### src/rtl/rgb_g_seq.sv
// Sequential RGB-to-grayscale converter: one shared shift-add MAC, one channel per cycle.
// Define RGB_G_SEQ_ROUND_EN for round-half-up (saturating) output instead of truncation.
module rgb_g_seq #(
  parameter int n = 8,
  parameter int m = 8
) (
  input  logic         clk,
  input  logic         rst_n,
  input  logic         in_valid,
  output logic         in_ready,
  input  logic [n-1:0] r,
  input  logic [n-1:0] g,
  input  logic [n-1:0] b,
  input  logic         ntsc,
  output logic         out_valid,
  input  logic         out_ready,
  output logic [m-1:0] y,
  output logic         busy
);

  typedef enum logic [2:0] {IDLE, ACC_R, ACC_G, ACC_B, OUT} state_t;

  state_t       r_state;
  logic [n-1:0] r_r, r_g, r_b;
  logic         r_ntsc;
  logic [n+6:0] r_acc;
  logic [m-1:0] r_y;
  logic         r_out_valid;

  logic [n-1:0] w_chan;
  logic [n+6:0] w_prod;
  logic [n+6:0] w_acc_next;
  logic [m-1:0] w_y_next;

  function automatic logic [n+6:0] sh(input logic [n-1:0] x, input int k);
    logic [n+6:0] xe;
    xe = {{7{1'b0}}, x};
    return xe << k;
  endfunction

  // Channel mux, constant-coefficient product and the single accumulate adder
  always_comb begin
    w_chan = r_r;
    w_prod = '0;
    case (r_state)
      ACC_G:   w_chan = r_g;
      ACC_B:   w_chan = r_b;
      default: w_chan = r_r;
    endcase
    if (!r_ntsc) begin
      case (r_state)
        ACC_R:   w_prod = sh(w_chan, 4) + sh(w_chan, 3) + sh(w_chan, 1) + sh(w_chan, 0); // 27
        ACC_G:   w_prod = sh(w_chan, 6) + sh(w_chan, 4) + sh(w_chan, 3) + sh(w_chan, 2); // 92
        ACC_B:   w_prod = sh(w_chan, 3) + sh(w_chan, 0);                                 // 9
        default: w_prod = '0;
      endcase
    end else begin
      case (r_state)
        ACC_R:   w_prod = sh(w_chan, 5) + sh(w_chan, 2) + sh(w_chan, 1);                 // 38
        ACC_G:   w_prod = sh(w_chan, 6) + sh(w_chan, 3) + sh(w_chan, 1) + sh(w_chan, 0); // 75
        ACC_B:   w_prod = sh(w_chan, 3) + sh(w_chan, 2) + sh(w_chan, 1) + sh(w_chan, 0); // 15
        default: w_prod = '0;
      endcase
    end
    w_acc_next = r_acc + w_prod;
  end

`ifdef RGB_G_SEQ_ROUND_EN
  generate
    if (m < n + 7) begin : g_round
      // Adding half an output LSB then truncating equals adding the bit just below the kept field
      logic [m:0] w_rsum;
      assign w_rsum   = {1'b0, w_acc_next[n+6 -: m]} + {{m{1'b0}}, w_acc_next[n+6-m]};
      assign w_y_next = w_rsum[m] ? {m{1'b1}} : w_rsum[m-1:0];
    end else begin : g_exact
      assign w_y_next = w_acc_next[n+6 -: m];
    end
  endgenerate
`else
  assign w_y_next = w_acc_next[n+6 -: m];
`endif

  always_ff @(posedge clk) begin
    if (!rst_n) begin
      r_state     <= IDLE;
      r_r         <= '0;
      r_g         <= '0;
      r_b         <= '0;
      r_ntsc      <= 1'b0;
      r_acc       <= '0;
      r_y         <= '0;
      r_out_valid <= 1'b0;
    end else begin
      case (r_state)
        IDLE: begin
          if (in_valid) begin
            r_r     <= r;
            r_g     <= g;
            r_b     <= b;
            r_ntsc  <= ntsc;
            r_acc   <= '0;
            r_state <= ACC_R;
          end
        end
        ACC_R: begin
          r_acc   <= w_acc_next;
          r_state <= ACC_G;
        end
        ACC_G: begin
          r_acc   <= w_acc_next;
          r_state <= ACC_B;
        end
        ACC_B: begin
          r_acc       <= w_acc_next;
          r_y         <= w_y_next;
          r_out_valid <= 1'b1;
          r_state     <= OUT;
        end
        OUT: begin
          if (out_ready) begin
            r_out_valid <= 1'b0;
            r_state     <= IDLE;
          end
        end
        default: r_state <= IDLE;
      endcase
    end
  end

  assign in_ready  = (r_state == IDLE);
  assign busy      = (r_state != IDLE);
  assign out_valid = r_out_valid;
  assign y         = r_y;

endmodule

### config.mk
export PLATFORM = sky130hd
export DESIGN_NAME = rgb_g_seq
export DESIGN_NICKNAME = d
export VERILOG_FILES = /design/src/rtl/rgb_g_seq.sv
export SDC_FILE = /design/constraint.sdc
export NUM_CORES = 1
export LEC_CHECK = 0
export ABC_AREA = 1
export BUFFER_PORTS_ARGS = -buffer_cell sky130_fd_sc_hd__buf_2
export CAP_MARGIN = 20
export CORE_UTILIZATION = 40
export DETAILED_ROUTE_END_ITERATION = 10
export GPL_ROUTABILITY_DRIVEN = 0
export PLACE_DENSITY = 0.59
export SLEW_MARGIN = 20
export SYNTH_ARGS = -nofsm -noshare
export SYNTH_HDL_FRONTEND = slang
export SYNTH_SLANG_ARGS = --single-unit
### constraint.sdc
create_clock -name clk -period 5.3 [get_ports clk]
set_clock_uncertainty 0.1 [all_clocks]
set_input_delay 1.06 -clock clk [delete_from_list [all_inputs] [get_ports clk]]
set_output_delay 1.06 -clock clk [all_outputs]
set_load 0.1 [all_outputs]
Word-level counts from Yosys, hierarchy flattened
Cells that the tools add are included.
Cells by class
  $add $sub $neg: 16
  muxes and demuxes: 11
  equal/unequal tests: 6
  reduce and logical (&&, ||, !) cells: 9
Operators with widths (count)
  15-bit one-hot mux with 3 select lines: 2
  15-bit 2-to-1 mux: 2
  15-bit one-hot mux with 2 select lines: 1
  8-bit one-hot mux with 2 select lines: 1
  14-bit by 11-bit adder with 15-bit output: 1
  14-bit by 12-bit adder with 15-bit output: 1
  14-bit by 8-bit adder with 15-bit output: 1
  14-bit by 9-bit adder with 15-bit output: 1
  15-bit by 10-bit adder with 15-bit output: 1
  15-bit by 11-bit adder with 15-bit output: 1
  15-bit adder: 1
  15-bit by 8-bit adder with 15-bit output: 1
  15-bit by 9-bit adder with 15-bit output: 1
  3-bit one-hot mux with 5 select lines: 1
  13-bit by 10-bit adder with 14-bit output: 1
  13-bit by 8-bit adder with 14-bit output: 1
  13-bit by 9-bit adder with 14-bit output: 1
  12-bit by 11-bit adder with 13-bit output: 1
  12-bit by 9-bit adder with 13-bit output: 1
  11-bit by 10-bit adder with 12-bit output: 1
  11-bit by 8-bit adder with 12-bit output: 1
  2-bit AND reduction: 4
  3-bit by 2-bit equality test with 1-bit output (second input constant): 2
  3-bit 2-to-1 mux: 2
  9 further kinds: 11
Word-level totals
  output and inout port bits: 11
  logic and storage cells: 50
  register bits after elaboration: 52
  input bits: 29

Longest topological paths before layout
Gate-level depths: netlist of the first run.
  depth in word-level cells: 9
  depth in mapped cells: 36
  gate-level depth less buffers: 35

Worst setup path after synthesis of the first run
OpenSTA, ideal clock, no wires.
  path kind: register to register
  start: register r_state[2]
  end: register r_y[6] (netlist: y[6])
  data arrival time: 5376 ps
  cell stages (with the launch flop): 32
  clock period less this slack: 5592 ps
  data required time: 5085 ps
  path slack: -292 ps
  setup time: 115 ps
  path buffers: 0
  cells stage by stage: dfxtp_1 -> inv_2 -> nand3_4 -> nand2_2 -> o21ai_0 -> inv_1 -> fa_1 -> fa_1 -> ha_1 -> fa_1 -> nand3_1 -> nand3_1 -> nand2_1 -> nand2_1 -> a21oi_1 -> xor2_1 -> o21ai_0 -> nor2_1 -> a21oi_1 -> ha_1 -> nand2_1 -> inv_1 -> a21boi_0 -> nand3_1 -> nand2_1 -> inv_1 -> o21ai_0 -> nand2_1 -> nand2_1 -> nand2_1 -> o21ai_0 -> inv_1
Between the ends
  longest elaborated chain between the ends: 8
  elaborated cells on any way between the ends: 23
  classes of those cells: 16 x add/sub; 3 x eq/ne; 4 x mux
Ends and longest elaborated chain
  start, declared: line 23  | state_t r_state;
  start signal, assigned: line 85  | r_state <= IDLE;
  start signal, assigned: line 102  | r_state <= ACC_R;
  start signal, assigned: line 107  | r_state <= ACC_G;
  3-bit by 2-bit equality test with 1-bit output, on equally long branches
  8-bit one-hot mux with 2 select lines: line 45  | case (r_state)
  14-bit by 11-bit adder with 15-bit output, or another cell as far along: line 60  | ACC_G: w_prod = sh(w_chan, 6) + sh(w_chan, 3) + sh(w_chan, 1) + sh(w_chan, 0);
  15-bit by 9-bit adder with 15-bit output, or another cell as far along: line 60
  15-bit by 8-bit adder with 15-bit output, or another cell as far along: line 60
  15-bit one-hot mux with 3 select lines, on equally long branches: line 58, 51
  15-bit 2-to-1 mux: line 50  | if (!r_ntsc) begin
  15-bit adder: line 65  | w_acc_next = r_acc + w_prod;
  end signal, assigned: line 115  | r_y <= w_y_next;
  end, declared: line 27  | logic [m-1:0] r_y;
Parallel ways exist; a longest one is shown, timed or not.
A chain may end at the register's enable or synchronous reset.

Worst setup path in the final report of the first run
  start: register r_state[0]
  end: register r_y[1] (netlist: y[1])
Same word-level chain as after synthesis.

==> results.txt, run 1 <==
- Static timing analysis puts the maximum clock frequency at 195 MHz.
- # Max-Cap Violations: 0
- The floorplan step defined a core boundary enclosing 16600 um^2.
- In the synthesized netlist the dominant register cell turns out to be sky130_fd_sc_hd__dfxtp_1.
- Pleak: 4.71 nW
* Die height: 132 um
* Share of layout cells above drive strength 1: 32.4%
* Number of DRC markers in iteration 0: 483
- TritonCTS built the clock tree.
- The setup check on the worst reg-to-reg path leaves a slack of 0.18 ns.
- Summing every instance area after synthesis gives 6780 um^2.
- All-layer global routing usage: 24.6%
- Cell type with the highest occurrence count on the critical path: sky130_fd_sc_hd__nand2_2
- Share of the synthesized area in the top cell type: 17.3%
* Post-DRT Antenna Nets: 0
* Startpoint of the lowest-slack hold path: out_valid
* Slew Viols, Final: 0
* Cell at the slowest stage of the critical path: sky130_fd_sc_hd__fa_1
- Type of the worst setup path: reg2reg
- CTS built an H-tree with a depth of 2.
* Initial Utilization: 40.9%
- Sequential share of power: 12.3%
- Setup repair after global routing could not meet its margin everywhere.
- Relative to the synthesized area, the layout overhead comes to 36.3%.
* Distinct cell type count of the synthesized netlist: 51
* Number of clock buffers inserted by TritonCTS: 5
* Antenna diode count: 0
- Minimum hold slack: 0.364 ns
- Full die area: 17500 um^2
* Hold endpoint: out_valid
* Routed len/inst: 16.2 um
- In this run, synthesis inferred 0 flip-flops with an integrated enable.
- Summed over all nets, the switching power comes to 1.91 mW.
* TritonCTS Sinks: 52
* Worst endpoint required time: 5.41 ns
* Worst hold stages: 2
- The number of antenna violations at the first check in global routing was 0.
- Synthesis produced 981 cells.
* Residual overflow from global routing: 0
- Most used cells in the layout excluding fill and tap cells: sky130_fd_sc_hd__nand2_1, sky130_fd_sc_hd__buf_4, sky130_fd_sc_hd__inv_1
- The number of global-route vias before repair was 6651.
- DR pass1 iterations: 5
- Clock network power share: 8.9%
- The number of nets in the synthesized netlist is 1140.
- Outcome: finished, final reports clean
* Via count: 7209
- Largest cells by area after synthesis: sky130_fd_sc_hd__ha_1, sky130_fd_sc_hd__dfxtp_1, sky130_fd_sc_hd__fa_1
* Average instance area after synthesis: 6.92 um^2
* Most common library cell in the layout ignoring fill and taps: sky130_fd_sc_hd__nand2_1
* Total wire length: 22300 um
- Detailed placement ended at an HPWL of 17100 um.
- Of all flip-flops after synthesis, the portion carrying an async set or reset was 0%.
- Entering global routing, the biggest net connects 37 pins.
* Cell family with most CP delay: adder cells
- Switch share: 48.7%
- Power per cell area: 423 nW/um^2
- Number of rows in the core area: 47
- Flip-flop and latch count after synthesis: 52
- Final #Nets: 1317
- The final count of hold timing violations was 0.
- For the worst setup path, the data arrival time is 5.23 ns.
* Clock Root Buffer: sky130_fd_sc_hd__clkbuf_16
- The worst setup path is launched from a flop.
- Worst setup EP type: flop
- Wire length of the first global-routing pass: 34000 um
- Via-per-instance ratio: 5.23
- Yosys Warn Count: 0
* Setup tns final: 0 ns
* Buffers plus inverters on the worst setup path: 5
* Post-CTS clock slew at the launch and capture registers of the worst setup and hold paths: 0.08 ns
* CP max stage delay: 0.51 ns
- In this run the critical register-to-register path is launched from r_state[0].
- Final setup viols: 0
- After clock tree synthesis, the flow added hold-fix buffers numbering 0.
- The worst pin sits at a relative slew slack of 40.3%.
- Counting I/O delays and the setup requirement, the final critical path takes 5.12 ns.
- In this run the critical register-to-register path is captured at y[1].
* Cell type contributing the most total cell area after synthesis: sky130_fd_sc_hd__ha_1
- Internal power comes to 2.01 mW.
- After layout, the worst path uses 96.7% of the clock period.
- In this run, the combinational gates consume 78.8% of the power.
- Transition time at the pin with the least slew margin: 0.895 ns
- Pin placement for this block handled 40 I/O pins.
* Clock latency of the later-clocked register in the worst-skew pair: 0.30 ns
- The clock passes through at most 2 buffers.
* Cell count of the worst reg-to-reg path: 25
- In this run the horizontal extent of the chip is 132 um.
- Across the VDD grid, the largest voltage drop is 196 uV.
- In the routed design, unresolved DRC markers number 0.
- Critical Path Fanout Max: 5
- The tightest min-delay check is of the reg2reg type.
* Sequential area share after synthesis: 15.3%
- Buffers added on ports: 39
==> cell usage after synthesis (2+ instances only) <==
cell                       number
sky130_fd_sc_hd__a32oi_1        2
sky130_fd_sc_hd__or2_2         10
sky130_fd_sc_hd__o22ai_1        6
sky130_fd_sc_hd__a221oi_1       4
sky130_fd_sc_hd__clkbuf_1      16
sky130_fd_sc_hd__xnor2_1        6
sky130_fd_sc_hd__nor3_1         6
sky130_fd_sc_hd__xor2_1        15
sky130_fd_sc_hd__nand2_1      171
sky130_fd_sc_hd__inv_2          8
sky130_fd_sc_hd__ha_1          94
sky130_fd_sc_hd__o211ai_1       9
sky130_fd_sc_hd__nor2_4         4
sky130_fd_sc_hd__o21bai_1       5
sky130_fd_sc_hd__a31oi_1        3
sky130_fd_sc_hd__a21oi_2        3
sky130_fd_sc_hd__fa_1          36
sky130_fd_sc_hd__clkinv_1       2
sky130_fd_sc_hd__a21o_1         5
sky130_fd_sc_hd__dfxtp_1       52
sky130_fd_sc_hd__o31ai_1        2
sky130_fd_sc_hd__o21ai_0       63
sky130_fd_sc_hd__buf_2          3
sky130_fd_sc_hd__nand3_4        3
sky130_fd_sc_hd__nand3_2        3
sky130_fd_sc_hd__nand4_1       12
sky130_fd_sc_hd__inv_1        135
sky130_fd_sc_hd__nor2_2         3
sky130_fd_sc_hd__nor2_1       106
sky130_fd_sc_hd__a311oi_1       2
sky130_fd_sc_hd__nand2_4        6
sky130_fd_sc_hd__nand2_2        7
sky130_fd_sc_hd__a21oi_1       91
sky130_fd_sc_hd__buf_6          2
sky130_fd_sc_hd__nand3_1       70
==> metal layers <==
| metal | vias to the layer above | part of all wire [%] | track usage (%) |
|---|---|---|---|
| li1 | 3627 | - | - |
| met1 | 3389 | 46 | 33.8 |
| met2 | 164 | 48 | 40.8 |
| met3 | 29 | 4.1 | 3.34 |
| met4 | 0 | 1.9 | 6.13 |
| met5 | - | 0 | 0 |
==> final cells by class <==
cell class,instances,area [um^2]
inverters,145,547
repair buffers,194,1410
clock inverters,3,27.5
flip-flops and latches,52,1050
fillers,1601,7340
well taps,220,275
multi-input cells,760,5810
clock buffers,5,125
==> logic make-up (layout without fill, tap and decap cells) <==
| group | Yosys count | count (layout) | share of synthesized area (%) |
|---|---|---|---|
| buffers and inverters | 169 | 347 | 9.70 |
| XOR/XNOR | 21 | 21 | 2.71 |
| flip-flops | 52 | 52 | 15.3 |
| AND/OR/NAND/NOR | 403 | 403 | 27.0 |
| adder cells (fa/ha/maj) | 130 | 130 | 28.0 |
| AO/OA/AOI/OAI | 206 | 206 | 17.3 |
==> power groups by stage <==
stage	registers, mW	clock network (mW)	logic, mW
5_1_grt	0.487	0.373	3.38
3_5_place_dp	0.484	0	2.47
4_1_cts	0.476	0.357	2.50
6_report	0.481	0.349	3.09
3_3_place_gp	0.483	0	2.44
2_1_floorplan	0.503	0	1.53
==> registers in the layout, indices dropped and copies added (netlist names) <==
signal     count
r_r            8
r_b            8
r_g            8
r_acc         15
out_valid      1
y              8
r_ntsc         1
r_state        3
==> worst register-to-register path, stage by stage, from the launching register on <==
cell and delay (ns):
sky130_fd_sc_hd__dfxtp_4 0.38, sky130_fd_sc_hd__nor2_4 0.14, sky130_fd_sc_hd__nand2_4 0.09, sky130_fd_sc_hd__buf_6 0.12
sky130_fd_sc_hd__o211ai_1 0.19, sky130_fd_sc_hd__o21ai_2 0.13, sky130_fd_sc_hd__buf_4 0.16, sky130_fd_sc_hd__fa_1 0.49
sky130_fd_sc_hd__fa_1 0.51, sky130_fd_sc_hd__inv_1 0.06, sky130_fd_sc_hd__ha_4 0.24, sky130_fd_sc_hd__buf_4 0.14
sky130_fd_sc_hd__or2_2 0.30, sky130_fd_sc_hd__a32oi_2 0.27, sky130_fd_sc_hd__a31oi_2 0.17, sky130_fd_sc_hd__ha_1 0.38
sky130_fd_sc_hd__nand2_2 0.10, sky130_fd_sc_hd__nor3_4 0.25, sky130_fd_sc_hd__a21oi_2 0.09, sky130_fd_sc_hd__or2_2 0.30
sky130_fd_sc_hd__nand2_2 0.08, sky130_fd_sc_hd__nand2_2 0.06, sky130_fd_sc_hd__nand3_2 0.06, sky130_fd_sc_hd__nand2_2 0.08
sky130_fd_sc_hd__o21ai_1 0.12, sky130_fd_sc_hd__inv_1 0.04
==> repair_timing <==
action | in CTS | in global routing
pin swaps | 3 | 73
endpoints found under the hold margin | 0 | 0
endpoints found under the setup margin | 13 | 14
resized for setup | 11 | 153
buffers inserted | 6 | 17
gates cloned | 0 | 0
==> how the worst max path moves through the flow <==
stage,from,endpoint,depth (start not counted)
floorplan,r_state[0],y[6],33
global placement,r_state[2],y[6],32
detailed placement,r_state[2],y[6],32
CTS,r_state[1],y[7],31
global route,r_state[1],y[6],34
finish,r_state[0],y[1],25
==> per-stage QoR <==
stage | instances | total power [mW] | instance area [um^2] | util, % | setup WS (ns)
after floorplan | 981 | 2.04 | 6800 | - | 0.0726
after global placement | 1349 | 2.92 | 8170 | 49.3 | -0.379
after detailed placement | 1349 | 2.95 | 8170 | 49.3 | -0.337
after CTS | 1363 | 3.33 | 8400 | 50.6 | 0.00488
after global routing | 1379 | 4.23 | 9250 | 55.7 | -0.0505
final | 1379 | 3.91 | 9250 | 55.7 | 0.177
No activity file was read; power rests on OpenSTA's default activity.
==> run 2, diff against run 1 <==
Settings changed: MAX_ROUTING_LAYER from default to met4.
Clock period 5.3 ns to 4.4 ns, I/O delays scaled along.
==> run 2 against run 1 <==
Against the previous run: via count is 1.8% higher; first-iteration DRC count is 10% lower; maximum frequency is 0.14% higher; routed wire length is 0.47% higher; sequential share of layout area is 0.40 points lower; the run now ends with setup timing left; flip-flop and latch count stayed put; non-clock buffer count is 52 higher; clock-buffer cell count stayed put; cell count is 3.8% higher; die area stayed put; total power is 23% higher.
==> results.txt, run 2 (synthesis gave the netlist of run 1 again) <==
- The number of routed nets with antenna violations was 0 (unchanged).
- The global router's overall resource usage was 27.0% (+2.3 points).
- Failing checks: setup timing
* Maximum ir drop on the vdd rail: 205 uV (+4.6%)
- The vias after detailed routing is 7338 (+1.8%).
- The required time reported for the critical path endpoint was 4.50 ns (-0.91 ns).
- Startpoint of the lowest-slack hold path: r_acc[4]
- The placed wire-length estimate came to 18200 um (+5.9%).
- IO Count: 40 (unchanged)
- Number of flip-flops under the largest register name: 15 (unchanged)
* CTS tree: yes
- Growth of design area from synthesis to finish: 41.2%
- DR DRC count: 0 (unchanged)
- The total grt overflow was 0 (unchanged).
* Buffers added on ports: 39 (unchanged)
- Pleak: 5.00 nW (+6.2%)
* Total wire length: 22400 um (+0.47%)
* Clock tree buffer depth: 2 (unchanged)
- Fraction of power consumed by combinational cells: 79.3% (+0.5 points)
- STA classifies the critical path endpoint as a flop.
- The min-delay analysis places its worst path in the category reg2reg.
- The portion of total power attributed to the clock network was 8.7% (-0.2 points).
- Setup repair after global routing missed its margin: yes
- Slew Viols, Final: 0 (unchanged)
- The final count of hold timing violations was 0 (unchanged).
* # fillers: 1600 (-0.062%)
- The net total in the final layout is 1369 (+3.9%).
- Cell at the slowest stage of the critical path: sky130_fd_sc_hd__fa_1
- The routed length per instance was 15.6 um (-3.2%).
- The diode insertion count for antenna repair was 0 (unchanged).
- Post-route minimum period: 5.12 ns (-0.00712 ns)
- Most used cells in the layout excluding fill and tap cells: sky130_fd_sc_hd__buf_4, sky130_fd_sc_hd__nand2_1, sky130_fd_sc_hd__inv_1
- Type of the worst setup path: reg2reg
* Cell count of the worst reg-to-reg path: 30 (+20%)
- Chip width: 132 um (unchanged)
- The share of post-route cells with drive strength above 1 is 34.1% (+1.7 points).
- The DRC violation total after the first TritonRoute iteration was 434 (-10%).
- The cell depth of the worst min-delay path is 2 (unchanged).
- Number of rows in the core area: 47 (unchanged)
* CP max stage delay: 0.45 ns (-0.06 ns)
* Switching pwr: 2.29 mW (+20%)
- Reg-to-Reg Start: r_state[2]
- Achievable clock frequency: 195 MHz (+0.14%)
- STA classifies the critical path startpoint as a flop.
- Internal power summed over all cells: 2.53 mW (+26%)
* Transition time at the pin with the least slew margin: 0.645 ns (-0.250 ns)
* Power per cell area: 503 nW/um^2 (+19%)
* Sequential share of power: 12.0% (-0.3 points)
* Initial Utilization: 40.9% (unchanged)
- Cell type with the highest occurrence count on the critical path: sky130_fd_sc_hd__nand2_1
- The number of antenna violations at the first check in global routing was 0 (unchanged).
- Via count of the first global-routing pass: 7263 (+9.2%)
* Core area: 16600 um^2 (unchanged)
* Htree depth: 2 (unchanged)
- Clock latency of the later-clocked register in the worst-skew pair: 0.31 ns (about the same)
- Switch share: 47.4% (-1.3 points)
- The relative slew slack was 57.0% (+17 points).
- The library cell used most frequently in the layout, excluding fill and tap cells, is sky130_fd_sc_hd__buf_4.
* Clock Root Buffer: sky130_fd_sc_hd__clkbuf_16
* Critical Path Fanout Max: 8 (+3)
- Hold endpoint: r_acc[4]
- Via-per-instance ratio: 5.13 (-1.9%)
* Post-CTS clock slew at the launch and capture registers of the worst setup and hold paths: 0.08 ns (about the same)
- Full die area: 17500 um^2 (unchanged)
- Fraction of the cycle the final worst path needs: 116% (+20 points)
- The number of buffers created by CTS is 5 (unchanged).
- R2r setup slk: -0.72 ns (-0.89 ns)
* Minimum hold slack: 0.372 ns (+0.00735 ns)
- The endpoint identified for the worst register-to-register timing path is r_acc[14].
- TritonCTS Sinks: 52 (unchanged)
- Min setup slack post-route: -0.716 ns (-0.893 ns)
- # Max-Cap Violations: 0 (unchanged)
- Outcome: finished, violations left
* Hold buffers post-CTS: 0 (unchanged)
* Final setup viols: 18 (+18)
* Worst endpoint data arrival time: 5.22 ns (about the same)
- The placement-stage worst setup slack is -0.972 ns (-0.635 ns).
- Die height: 132 um (unchanged)
- The first-pass detailed-route iteration total is 5 (unchanged).
- The wire length of the first global-routing pass is 36300 um (+6.8%).
- Register name with the most flops: r_acc
- The pin count of the biggest net entering global routing came to 37 (unchanged).
## run 2: power groups by stage
| stage | combinational, mW | clock, mW | sequential, mW |
|---|---|---|---|
| finish | 3.83 | 0.417 | 0.579 |
| CTS | 3.66 | 0.426 | 0.578 |
| floorplan | 1.95 | 0 | 0.606 |
| detailed placement | 3.29 | 0 | 0.584 |
| global route | 4.19 | 0.439 | 0.586 |
| global placement | 3.25 | 0 | 0.584 |
## run 2: final cells by class
type	count	area [um^2]	area share, %
Sequential cell	52	1050	11.0
Tap cell	220	275	2.87
Inverter	145	553	5.77
Multi-Input combinational cell	760	5730	59.8
Timing Repair Buffer	246	1820	19.0
Clock buffer	5	125	1.31
Clock inverter	3	27.5	0.287
## run 2: through the flow
step | setup TNS, ns | cell area, um^2 | instances | total power, mW | utilization [%]
2_1_floorplan | -6.03 | 6940 | 981 | 2.56 | -
3_3_place_gp | -11.83 | 8760 | 1407 | 3.84 | 52.8
3_5_place_dp | -12.81 | 8760 | 1407 | 3.88 | 52.8
4_1_cts | -8.62 | 9410 | 1428 | 4.67 | 56.8
5_1_grt | -13.45 | 9580 | 1431 | 5.22 | 57.8
6_report | -9.26 | 9580 | 1431 | 4.82 | 57.8
## run 2: worst max-delay path, delay by kind of cell (launching register included)
kind	cells	cell delay [ns]
compound gates	10	1.58
fa+ha+maj	5	1.53
simple gates	11	0.90
buf+inv	4	0.51
flops	1	0.37
## run 2: repair_timing
action	in CTS	in global routing
pin swaps	44	24
buffers inserted	13	3
gates resized for setup	91	36
setup endpoints to repair	18	18
## run 2: worst max-delay path by stage
stage / cells after the start / to / from
6_report: 30 / r_acc[14] / r_state[2]
5_1_grt: 32 / y[6] / r_state[1]
4_1_cts: 27 / y[5] / r_state[0]
3_5_place_dp: 32 / y[6] / r_state[0]
3_3_place_gp: 28 / y[5] / r_state[0]
2_1_floorplan: 33 / y[6] / r_state[0]
## run 2: layer usage
metal  GRT usage (%)  routed length (um)  vias to the layer above
met5               -                   0                        -
met4            8.11                 595                        0
met3            2.81                1040                       40
met2            44.7               10500                      199
met1            34.7               10200                     3379
li1                -                   -                     3720
